File: src/rtl/boot_loader_pkg.sv
// Shared types and constants for the boot_loader byte-stream frame loader.
package boot_loader_pkg;

  typedef logic [3:0] state_t;

  localparam state_t S_IDLE    = 4'd0;
  localparam state_t S_ADDR_HI = 4'd1;
  localparam state_t S_ADDR_LO = 4'd2;
  localparam state_t S_CNT_HI  = 4'd3;
  localparam state_t S_CNT_LO  = 4'd4;
  localparam state_t S_WORD    = 4'd5;
  localparam state_t S_WRITE   = 4'd6;
  localparam state_t S_CSUM    = 4'd7;
  localparam state_t S_ERROR   = 4'd8;

  localparam logic [7:0] CMD_DATA_DEF = 8'hA5;
  localparam logic [7:0] CMD_INST_DEF = 8'h5A;
  localparam logic [7:0] CMD_RUN_DEF  = 8'hF0;

endpackage

File: src/rtl/boot_loader_byte_to_word.sv
// Four-byte MSB-first word assembler; word_done marks the byte that completes a word.
module byte_to_word (
  input  logic        clk,
  input  logic        rst,
  input  logic        clear,
  input  logic        load,
  input  logic [7:0]  byte_in,
  output logic [31:0] word,
  output logic        word_done
);

  logic [23:0] shift_p0;
  logic [1:0]  cnt_p0;

  always_ff @(posedge clk) begin
    if (!rst || clear) begin
      shift_p0 <= 24'd0;
      cnt_p0   <= 2'd0;
    end else if (load) begin
      shift_p0 <= {shift_p0[15:0], byte_in};
      cnt_p0   <= cnt_p0 + 2'd1;
    end
  end

  // The completed word includes the byte being accepted this cycle.
  assign word      = {shift_p0, byte_in};
  assign word_done = load && (cnt_p0 == 2'd3);

endmodule

File: src/rtl/boot_loader.sv
// Framed byte-stream loader feeding the CPU load port and owning the CPU reset.
// Optional trailing checksum per segment: define BOOT_LOADER_CHECKSUM_EN.
module boot_loader
  import boot_loader_pkg::*;
#(
  parameter int         ADDR_W   = 10,
  parameter logic [7:0] CMD_DATA = CMD_DATA_DEF,
  parameter logic [7:0] CMD_INST = CMD_INST_DEF,
  parameter logic [7:0] CMD_RUN  = CMD_RUN_DEF
) (
  input  logic              clk,
  input  logic              rst,
  input  logic [7:0]        in_data,
  input  logic              in_valid,
  output logic              in_ready,
  output logic [31:0]       inst_data,
  output logic [ADDR_W-1:0] address,
  output logic              write_instruction,
  output logic              write_data,
  output logic              cpu_rst,
  output logic              busy,
  output logic              error
);

`ifdef BOOT_LOADER_CHECKSUM_EN
  localparam state_t S_END = S_CSUM;
`else
  localparam state_t S_END = S_IDLE;
`endif

  state_t      state;
  logic [7:0]  addr_hi;
  logic [7:0]  cnt_hi;
  logic [15:0] remaining;
  logic        seg_inst;
  logic        accept;
  logic        new_header;
  logic [15:0] addr_full;
  logic [15:0] cnt_full;
  logic [31:0] word;
  logic        word_done;

  assign accept     = in_valid && in_ready;
  assign new_header = (state == S_IDLE) && accept &&
                      ((in_data == CMD_DATA) || (in_data == CMD_INST));
  assign addr_full  = {addr_hi, in_data};
  assign cnt_full   = {cnt_hi, in_data};

  assign in_ready = rst && (state != S_WRITE) && (state != S_ERROR);
  assign busy     = (state != S_IDLE) && (state != S_ERROR);
  assign error    = (state == S_ERROR);

  byte_to_word u_b2w (
    .clk       (clk),
    .rst       (rst),
    .clear     (new_header),
    .load      (accept && (state == S_WORD)),
    .byte_in   (in_data),
    .word      (word),
    .word_done (word_done)
  );

`ifdef BOOT_LOADER_CHECKSUM_EN
  logic [7:0] csum;

  always_ff @(posedge clk) begin
    if (!rst || new_header) begin
      csum <= 8'd0;
    end else if (accept && busy && (state != S_CSUM)) begin
      csum <= csum ^ in_data;
    end
  end
`endif

  always_ff @(posedge clk) begin
    if (!rst) begin
      state             <= S_IDLE;
      addr_hi           <= 8'd0;
      cnt_hi            <= 8'd0;
      remaining         <= 16'd0;
      seg_inst          <= 1'b0;
      inst_data         <= 32'd0;
      address           <= '0;
      write_instruction <= 1'b0;
      write_data        <= 1'b0;
      cpu_rst           <= 1'b1;
    end else begin
      write_instruction <= 1'b0;
      write_data        <= 1'b0;
      case (state)
        S_IDLE: if (accept) begin
          if (new_header) begin
            seg_inst <= (in_data == CMD_INST);
            cpu_rst  <= 1'b1;
            state    <= S_ADDR_HI;
          end else if (in_data == CMD_RUN) begin
            cpu_rst <= 1'b0;
          end else begin
            cpu_rst <= 1'b1;
            state   <= S_ERROR;
          end
        end
        S_ADDR_HI: if (accept) begin
          addr_hi <= in_data;
          state   <= S_ADDR_LO;
        end
        S_ADDR_LO: if (accept) begin
          address <= addr_full[ADDR_W-1:0];
          state   <= S_CNT_HI;
        end
        S_CNT_HI: if (accept) begin
          cnt_hi <= in_data;
          state  <= S_CNT_LO;
        end
        S_CNT_LO: if (accept) begin
          remaining <= cnt_full;
          state     <= (cnt_full == 16'd0) ? S_END : S_WORD;
        end
        S_WORD: if (word_done) begin
          inst_data         <= word;
          write_instruction <= seg_inst;
          write_data        <= !seg_inst;
          state             <= S_WRITE;
        end
        S_WRITE: begin
          address   <= address + ADDR_W'(1);
          remaining <= remaining - 16'd1;
          state     <= (remaining == 16'd1) ? S_END : S_WORD;
        end
`ifdef BOOT_LOADER_CHECKSUM_EN
        S_CSUM: if (accept) begin
          state <= (in_data == csum) ? S_IDLE : S_ERROR;
        end
`endif
        S_ERROR: cpu_rst <= 1'b1;
        default: state <= S_IDLE;
      endcase
    end
  end

endmodule
File: config.mk
export PLATFORM = sky130hd
export DESIGN_NAME = boot_loader
export DESIGN_NICKNAME = d
export VERILOG_FILES = /design/src/rtl/boot_loader_pkg.sv /design/src/rtl/boot_loader_byte_to_word.sv /design/src/rtl/boot_loader.sv
export SDC_FILE = /design/constraint.sdc
export NUM_CORES = 1
export LEC_CHECK = 0
export ABC_CLOCK_PERIOD_IN_PS = 2700
export BUFFER_PORTS_ARGS = -buffer_cell sky130_fd_sc_hd__buf_2
export CORE_UTILIZATION = 50
export DETAILED_ROUTE_END_ITERATION = 12
export PLACE_DENSITY = 0.71
export REMOVE_ABC_BUFFERS = 1
export SYNTH_ARGS = -nofsm -noshare
export SYNTH_HDL_FRONTEND = slang
export SYNTH_SLANG_ARGS = --single-unit
File: constraint.sdc
create_clock -name clk -period 2.7 [get_ports clk]
set_clock_uncertainty 0.15 [all_clocks]
set_input_delay 0.135 -clock clk [delete_from_list [all_inputs] [get_ports clk]]
set_output_delay 0.135 -clock clk [all_outputs]
set_load 0.03 [all_outputs]
### Word level (Yosys, flattened, before mapping)

Index checks and enable logic that the tools add are counted.

| word-level totals | value |
|---|---|
| bits in registers | 102 |
| input port bits | 11 |
| output and inout bits | 48 |

| cells by class | value |
|---|---|
| add/sub/neg operators | 3 |
| equality and inequality tests | 21 |
| muxes and demuxes | 19 |
| bitwise gates (word level) | 1 |
| reductions and logical operators | 27 |

Operators with widths:

| kind | count |
|---|---|
| $mux 4 | 8 |
| $pmux 16 s2 | 1 |
| $pmux 4 s8 | 1 |
| $pmux 10 s2 | 1 |
| $eq 16x1->1 const B | 1 |
| $eq 8x8->1 const B | 2 |
| $logic_not 16->1 | 1 |
| $mux 16 | 1 |
| $sub 16x1->16 const B | 1 |
| $eq 4x3->1 const B | 3 |
| $reduce_and 2->1 | 6 |
| $add 10x1->10 const B | 1 |
| $mux 10 | 1 |
| $ne 2x2->1 const B | 5 |
| $eq 4x2->1 const B | 2 |
| $eq 8x7->1 const B | 1 |
| $logic_and 1x1->1 | 8 |
| $reduce_and 8->1 | 1 |
| $mux 3 | 2 |
| $reduce_and 3->1 | 2 |
| $reduce_bool 2->1 | 3 |
| $eq 4x1->1 const B | 1 |
| $eq 4x4->1 const B | 1 |
| $logic_not 4->1 | 1 |
| other kinds (12) | 16 |

### Depth between registers and ports, before layout

Gate-level depths: netlist (run 1).

| logic depth | value |
|---|---|
| word-level depth | 9 |
| depth in mapped cells | 8 |

### By module

A second synthesis (run 1) with hierarchy kept.

| unflattened totals | value |
|---|---|
| cell total of the unflattened synthesis | 529 |
| area, all modules | 4534.3 sq um |

By module, submodules not included:

| module | times used | cells each | area an instance (sq um) |
|---|---|---|---|
| boot_loader | 1 | 434 | 3487.1 |
| byte_to_word | 1 | 95 | 1047.3 |

### Worst setup path after synthesis (run 1)

OpenSTA, ideal clock, no wires.

| timing | value |
|---|---|
| path type | register to register |
| start point | reg remaining[3] |
| end point | reg remaining[15] |
| library setup time | 132 ps |
| arrival time | 1737 ps |
| required time | 2418 ps |
| path slack | 681 ps |
| stages on the path, launching flop included | 5 |
| period minus slack after synthesis | 2019 ps |
| cell sequence | dfxtp_1 or4_4 or4b_4 o311ai_1 a21oi_1 |

| on the way | value |
|---|---|
| cells in the longest elaborated chain, start to end | 2 |

Ends and longest elaborated chain:

| what | line | text |
|---|---|---|
| start, declared | boot_loader.sv:34 | `logic [15:0] remaining;` |
| start signal, assigned | boot_loader.sv:116 | `remaining <= cnt_full;` |
| start signal, assigned | boot_loader.sv:127 | `remaining <= remaining - 16'd1;` |
| $sub 16x1->16 | boot_loader.sv:127 |  |
| $pmux 16 s2 | boot_loader.sv:90 | `case (state)` |

No other way between the ends.
A chain may end at the register's enable or synchronous reset.

### Worst setup path in the final report (run 1)

| timing | value |
|---|---|
| start point | reg state[3] |
| end point | out in_ready |

| on the way | value |
|---|---|
| cells in the longest elaborated chain, start to end | 3 |

Ends and longest elaborated chain:

| what | line | text |
|---|---|---|
| start, declared | boot_loader.sv:31 | `state_t state;` |
| start signal, assigned | boot_loader.sv:117 | `state <= (cnt_full == 16'd0) ? S_END : S_WORD;` |
| start signal, assigned | boot_loader.sv:128 | `state <= (remaining == 16'd1) ? S_END : S_WORD;` |
| $ne 4x3->1 | boot_loader.sv:49 | `assign in_ready = rst && (state != S_WRITE) && (state != S_ERROR);` |
| $logic_and 1x1->1 | boot_loader.sv:49 |  |
| $logic_and 1x1->1 (*) | boot_loader.sv:49 |  |
| end, declared | boot_loader.sv:15 | `output logic in_ready,` |

Every way passes the cells marked *; elsewhere a longest branch is shown, timed or not.

==> results of run 1 <==
cell type report:
class / count / area [um2]
fillers: 799 / 3340
repair buffers: 78 / 463
clock buffers: 11 / 141
multi-input cells: 400 / 2100
clock inverters: 5 / 63.8
well taps: 105 / 131
flip-flops and latches: 102 / 2040
inverters: 6 / 22.5
sequential cells by signal, indices dropped and copies added, names as in the netlist:
register / cells
write_instruction: 1
addr_hi: 2
u_b2w.cnt_p0: 2
write_data: 1
cpu_rst: 1
cnt_hi: 8
u_b2w.shift_p0: 24
remaining: 16
seg_inst: 1
state: 4
address: 10
inst_data: 32
what timing repair did:
item                                    CTS  global route
endpoints found under the setup margin    0             0
hold buffers                              9             0
hold endpoints to repair                 17             0
gates resized for setup                   0             0
metrics by stage:
stage / setup slack (ps) / instance area, um2 / setup TNS [ps]
2_1_floorplan: -227 / 4160 / -7250
3_3_place_gp: 543 / 4660 / 0
3_5_place_dp: 555 / 4660 / 0
4_1_cts: 488 / 4960 / 0
5_1_grt: 328 / 4960 / 0
6_report: 480 / 4960 / 0
critical path, stage by stage, from the launching register on:
cell	delay, ps
dfxtp_1	530
or4b_2	660
inv_1	130
nor3_1	70
buf_2	180
logic make-up after synthesis:
kind of cell               synth area share (%)
and+or+nand+nor                            29.5
buffers and inverters                      4.23
adders and majority gates                  1.16
xor gates and xnor gates                  0.203
AOI/OAI and AO/OA                          15.1
muxes                                      2.55
DFF                                        47.3
worst paths after layout:
kind             from         end  slack (ps)  cells after the start
min reg2reg  seg_inst  write_data         300                      1
max reg2reg  state[2]  address[9]         500                      6
min               rst     cpu_rst         160                      3
max          state[3]    in_ready         480                      4
cells in the mapped netlist (all sizes together), types with 3 or more instances:
cell type | n | area share, %
nand2 | 134 | 12
dfxtp | 102 | 47
a21oi | 65 | 7.5
nor2 | 44 | 3.8
nand3 | 38 | 4.4
clkbuf | 27 | 2.3
buf | 13 | 1.4
nor3 | 12 | 1.5
mux2i | 11 | 2.5
nor4 | 9 | 1.4
o21ai | 8 | 0.93
a31oi | 6 | 0.87
inv | 5 | 0.43
nand2b | 5 | 0.72
and2 | 4 | 0.58
and3 | 4 | 0.58
ha | 4 | 1.2
o211ai | 4 | 0.70
or3 | 4 | 0.61
or4 | 4 | 0.81
a211oi | 3 | 0.52
a21o | 3 | 0.52
a311oi | 3 | 0.61
nand4 | 3 | 0.43
o311ai | 3 | 0.61
or2 | 3 | 0.43
power breakdown:
part	total, W	switching [W]	leakage, nW	internal (W)
logic	0.000258	0.000168	1.10	0.0000902
registers	0.00156	0.0000368	0.822	0.00152
clock network	0.00100	0.000541	0.101	0.000463
total	0.00282	0.000746	2.02	0.00207
routing by layer:
layer	global-route usage, %	part of all wire [%]
met1	35.0	47
met4	6.69	1.1
met3	4.51	5.3
met2	39.3	46
met5	0	0
==> reports/results.ini, run 1 <==
[floorplan]
initial_utilization_pct = 52.1
die_area_um2 = 9020
coreArea_um2 = 8300
io_pins = 59
die_w_um = 95.0
die_h_um = 95.0
rows = 33

[synthesis]
async_flop_share_pct = 0
syn-cell-area_um2 = 4320
syn_area_per_cell_um2 = 7.88
synth_cells = 548
synth_cell_type_count = 56
ys_warn_count = 0
synth_edf_count = 0
synth_seq_cells = 102
synthFlopType = dfxtp_1
yosysSeqAreaShare_pct = 47.3

[run]
maxCapViolCount = 0

[final_layout]
layoutNonFillerInstCount = 707
nNetsFinal = 612
final_util_pct = 59.8
final_common_cell = nand2_1
drive_above_1_share_pct = 15.9
antennaDiodeCount = 0
final_cell_mix = 134 x nand2_1, 102 x dfxtp_1, 65 x a21oi_1, 58 x buf_2, 44 x nor2_1
syn2layout_area_growth_pct = 14.8

[critical_path]
cp_max_fo = 11
cp_data_required_time_ps = 2410
cp-start-kind = flop
worstPathArrival_ps = 1940
worstSetupEndpointType = output port
worstSetupPathType = flop to output port

[sta]
finalCritPeriodShare_pct = 82.2
drv_slew = 0
setup_violations = 0
finalHoldViolations = 0
period_needed_ps = 2220
hold_slack_ps = 161
tightest_slew_ps = 540
relSlewSlack_pct = 63.6
timing.fmax_mhz = 450
rsz0062_at_grt = no

[detailed_routing]
routed_via_density = 5.63
routedWlPerCell_um = 14.9
postRouteAntennaNets = 0
drt_iter0_drc = 205
drt_pre_antenna_iters = 4
drc = 0
wirelength_mm = 10.6
via_count = 3979

[clock_network]
clk_path_buf_depth = 2
cts_root_buf = clkbuf_8
cts_sinks = 102
cts_setup_buffers = 0
numCtsBuffers = 9
cts_tree = built
path_clk_slew_ps = 100
clock_latency_ps = 370
htree_levels = 3

[power_and_ir_drop]
peakVddDrop_uv = 340
p_leak_nw = 2.02
power_density_nw_per_um2 = 569
total_power_w = 0.00282

[place]
numPortBuffers = 58
gp_congestion = 0.866
dp_cells = 682
post-dp-hpwl_mm = 6.97

[global_route]
grt_pass1_wl_mm = 17.6
grt_pass1_vias = 3592
grt_max_degree = 44
antenna_found_initial = 0
grt_overflow = 0
grt_use_total_pct = 24.9

[outcome]
status = finished clean

[worst_hold_path]
hp-class = input port to flop

Power figures use the tool's default switching activity.
==> run 2: changes to the inputs <==
--- a/config.mk
+++ b/config.mk
@@ -5,11 +5,12 @@
 export SDC_FILE = /design/constraint.sdc
 export NUM_CORES = 1
 export LEC_CHECK = 0
-export ABC_CLOCK_PERIOD_IN_PS = 2700
+export ABC_AREA = 1
+export ABC_CLOCK_PERIOD_IN_PS = 2150
 export BUFFER_PORTS_ARGS = -buffer_cell sky130_fd_sc_hd__buf_2
 export CORE_UTILIZATION = 50
 export DETAILED_ROUTE_END_ITERATION = 12
-export PLACE_DENSITY = 0.71
+export PLACE_DENSITY = 0.7
 export REMOVE_ABC_BUFFERS = 1
 export SYNTH_ARGS = -nofsm -noshare
 export SYNTH_HDL_FRONTEND = slang
==> constraint.sdc (replaced) <==
create_clock -name clk -period 2.15 [get_ports clk]
set_clock_uncertainty 0.15 [all_clocks]
set_input_delay 0.1075 -clock clk [delete_from_list [all_inputs] [get_ports clk]]
set_output_delay 0.1075 -clock clk [all_outputs]
set_load 0.03 [all_outputs]
==> reports/results.ini, run 2 <==
[outcome]
status = finished clean

[synthesis]
synthFlopType = dfxtp_1
syn_area_per_cell_um2 = 7.07  ; -10%
synth_seq_cells = 102  ; unchanged
async_flop_share_pct = 0  ; unchanged
yosysTopAreaCell = dfxtp_1
synth_cells = 668  ; +22%
yosysSeqAreaShare_pct = 43.2  ; -4.1 points
synth_edf_count = 0  ; unchanged
synth_area_leaders = dfxtp_1 43%, nand2_1 11%, a21oi_1 7.0%, inv_1 6.0%, nand3_1 5.4%
synth_top_area_share_pct = 43.2  ; -4.1 points
syn-cell-area_um2 = 4730  ; +9.4%
yosysMostFrequentCell = nand2_1
synth_cell_type_count = 34  ; -39%
ys_warn_count = 0  ; unchanged
netlist_top_cells_count = 136 x nand2_1, 102 x dfxtp_1, 76 x inv_1

[detailed_routing]
drc = 0  ; unchanged
wirelength_mm = 11.3  ; +7.5%
via_count = 4519  ; +14%
routed_via_density = 5.39  ; -4.3%
postRouteAntennaNets = 0  ; unchanged
drt_pre_antenna_iters = 5  ; +1
routedWlPerCell_um = 13.5  ; -9.4%
drt_iter0_drc = 260  ; +27%

[final_layout]
antennaDiodeCount = 0  ; unchanged
register_area_um2 = 2040  ; unchanged
fill_cells = 913  ; +14%
drive_above_1_share_pct = 14.7  ; -1.2 points
nNetsFinal = 738  ; +21%
reg.largest.list = inst_data x32, u_b2w.shift_p0 x24, remaining x16
top_register = inst_data
multi_input_area_um2 = 2220  ; +5.9%
final_cell_mix = 136 x nand2_1, 102 x dfxtp_1, 76 x inv_1, 66 x a21oi_1, 58 x buf_2
largest_reg_flops = 32  ; unchanged
final_util_pct = 58.8  ; -1.0 points
syn2layout_area_growth_pct = 14.3
stdcell_area_um2 = 5400  ; +9.0%
final_common_cell = nand2_1

[power_and_ir_drop]
seq_power_share_pct = 42.8  ; -12 points
p_sw_share_pct = 38.2  ; +12 points
power_density_nw_per_um2 = 892  ; +57%
clock_power_share_pct = 26.2  ; -9.4 points
peakVddDrop_uv = 584  ; +72%
p_leak_nw = 2.29  ; +13%
switching_power_w = 0.00184  ; +150%
p_comb_share_pct = 31.0  ; +22 points
p_int_w = 0.00298  ; +44%
total_power_w = 0.00482  ; +71%

[floorplan]
die_h_um = 99.2  ; +4.5%
die_area_um2 = 9840  ; +9.2%
io_pins = 59  ; unchanged
coreArea_um2 = 9200  ; +11%
rows = 35  ; +6.1%
die_w_um = 99.2  ; +4.5%
initial_utilization_pct = 51.4  ; -0.67 points

[global_route]
grt_overflow = 0  ; unchanged
antenna_found_initial = 0  ; unchanged
grt_pass1_vias = 4100  ; +14%
grt_use_total_pct = 24.0  ; -0.98 points
grt_max_degree = 67  ; +52%
grt_pass1_wl_mm = 19.2  ; +9.2%

[clock_network]
clk_path_buf_depth = 2  ; unchanged
numCtsBuffers = 9  ; unchanged
clock_latency_ps = 370  ; about the same
cts_root_buf = clkbuf_8
htree_levels = 3  ; unchanged
cts_sinks = 102  ; unchanged
path_clk_slew_ps = 100  ; about the same
cts_tree = built

[critical_path]
slowest_stage = dfxtp_1
startpoint = state[0]
cp-start-kind = flop
worstSetupEndpointType = flop
worstReg2RegStart = state[0]
reg2reg_depth = 10  ; +4
endpoint = inst_data[31]
r2r_slack_ps = 160  ; -340 ps
worstSetupPathType = flop to flop
slowest_delay_ps = 360  ; -300 ps
worstPathArrival_ps = 2110  ; +170 ps
cp_max_fo = 66  ; +55
cp_data_required_time_ps = 2270  ; -140 ps
r2r_end = inst_data[31]
path_cells = inv_2 > nand2_2 > inv_1 > nand2_4 > nand4_4 > inv_4 > nand4_2 > buf_12 > o21ai_0 > a21oi_1

[place]
placed_cell_area_um2 = 5110  ; +9.6%
post-dp-hpwl_mm = 7.89  ; +13%
numPortBuffers = 58  ; unchanged
gp_congestion = 0.910  ; +5.1%

[sta]
timing.fmax_mhz = 503
finalCritPeriodShare_pct = 92.5
setup_violations = 0  ; unchanged
period_needed_ps = 1990
finalHoldViolations = 0  ; unchanged
rsz0062_at_grt = yes
tightest_slew_ps = 539  ; -1.15 ps
drv_slew = 0  ; unchanged
relSlewSlack_pct = 64.1  ; +0.41 points
fin_setup_tns_ps = 0  ; unchanged

[worst_hold_path]
hold_start = in_valid
hp-class = input port to flop

[run]
maxCapViolCount = 0  ; unchanged

run 2: metrics by stage:
stage | instances | hold slack [ps] | setup WS, ps
2_1_floorplan | 634 | 55.1 | -1090
3_3_place_gp | 815 | 262 | 175
3_5_place_dp | 815 | 254 | 99.6
4_1_cts | 839 | 142 | 90.9
5_1_grt | 839 | 184 | -5.47
6_report | 839 | 167 | 161
run 2: logic make-up (layout without fill, tap and decap cells):
family	Yosys count	in the layout	synth area share, %
compound gates	143	143	16.0
xor+xnor	2	2	0.371
fa+ha+maj	4	4	1.06
buf+inv	114	174	10.0
flops	102	102	43.2
simple gates	303	303	29.4
run 2: critical path: cells and delay by family, from the launching register on:
family	cells	cell delay (ps)
AND/OR/NAND/NOR	4	570
flip-flops	1	360
buffers and inverters	4	570
AO/OA/AOI/OAI	2	220
run 2: cell type report:
type | instances | area share [%]
multi-input cells | 452 | 41.1
flip-flops and latches | 102 | 37.8
repair buffers | 78 | 9.22
inverters | 80 | 5.60
well taps | 111 | 2.57
clock buffers | 10 | 2.36
clock inverters | 6 | 1.41
run 2: how the worst min path moves through the flow:
stage,to,slack [ps],cells past startpoint
final,cnt_hi[7],170,4
after global routing,cnt_hi[6],180,4
after CTS,address[7],140,5
after detailed placement,write_data,250,1
after global placement,write_data,260,1
after floorplan,remaining[2],60,2
run 2: power groups by stage:
stage	logic [W]	registers [W]	clock network, W
5_1_grt	0.00168	0.00208	0.00137
2_1_floorplan	0.00103	0.00212	0
3_5_place_dp	0.00146	0.00211	0
4_1_cts	0.00148	0.00206	0.00129
6_report	0.00150	0.00206	0.00126
3_3_place_gp	0.00145	0.00210	0
run 2: metal layers:
| metal | vias to the layer above | GRT usage (%) | wire length, um |
|---|---|---|---|
| li1 | 2326 | - | - |
| met1 | 2038 | 33.2 | 5390 |
| met2 | 127 | 37.3 | 5080 |
| met3 | 28 | 3.65 | 599 |
| met4 | 0 | 10.1 | 278 |
| met5 | - | 0 | 0 |
run 2: repair_timing:
action	4_1_cts	5_1_grt
hold buffers	8	0
gates resized for setup	0	3
hold endpoints to repair	18	0
buffers inserted	0	0
setup endpoints to repair	0	12
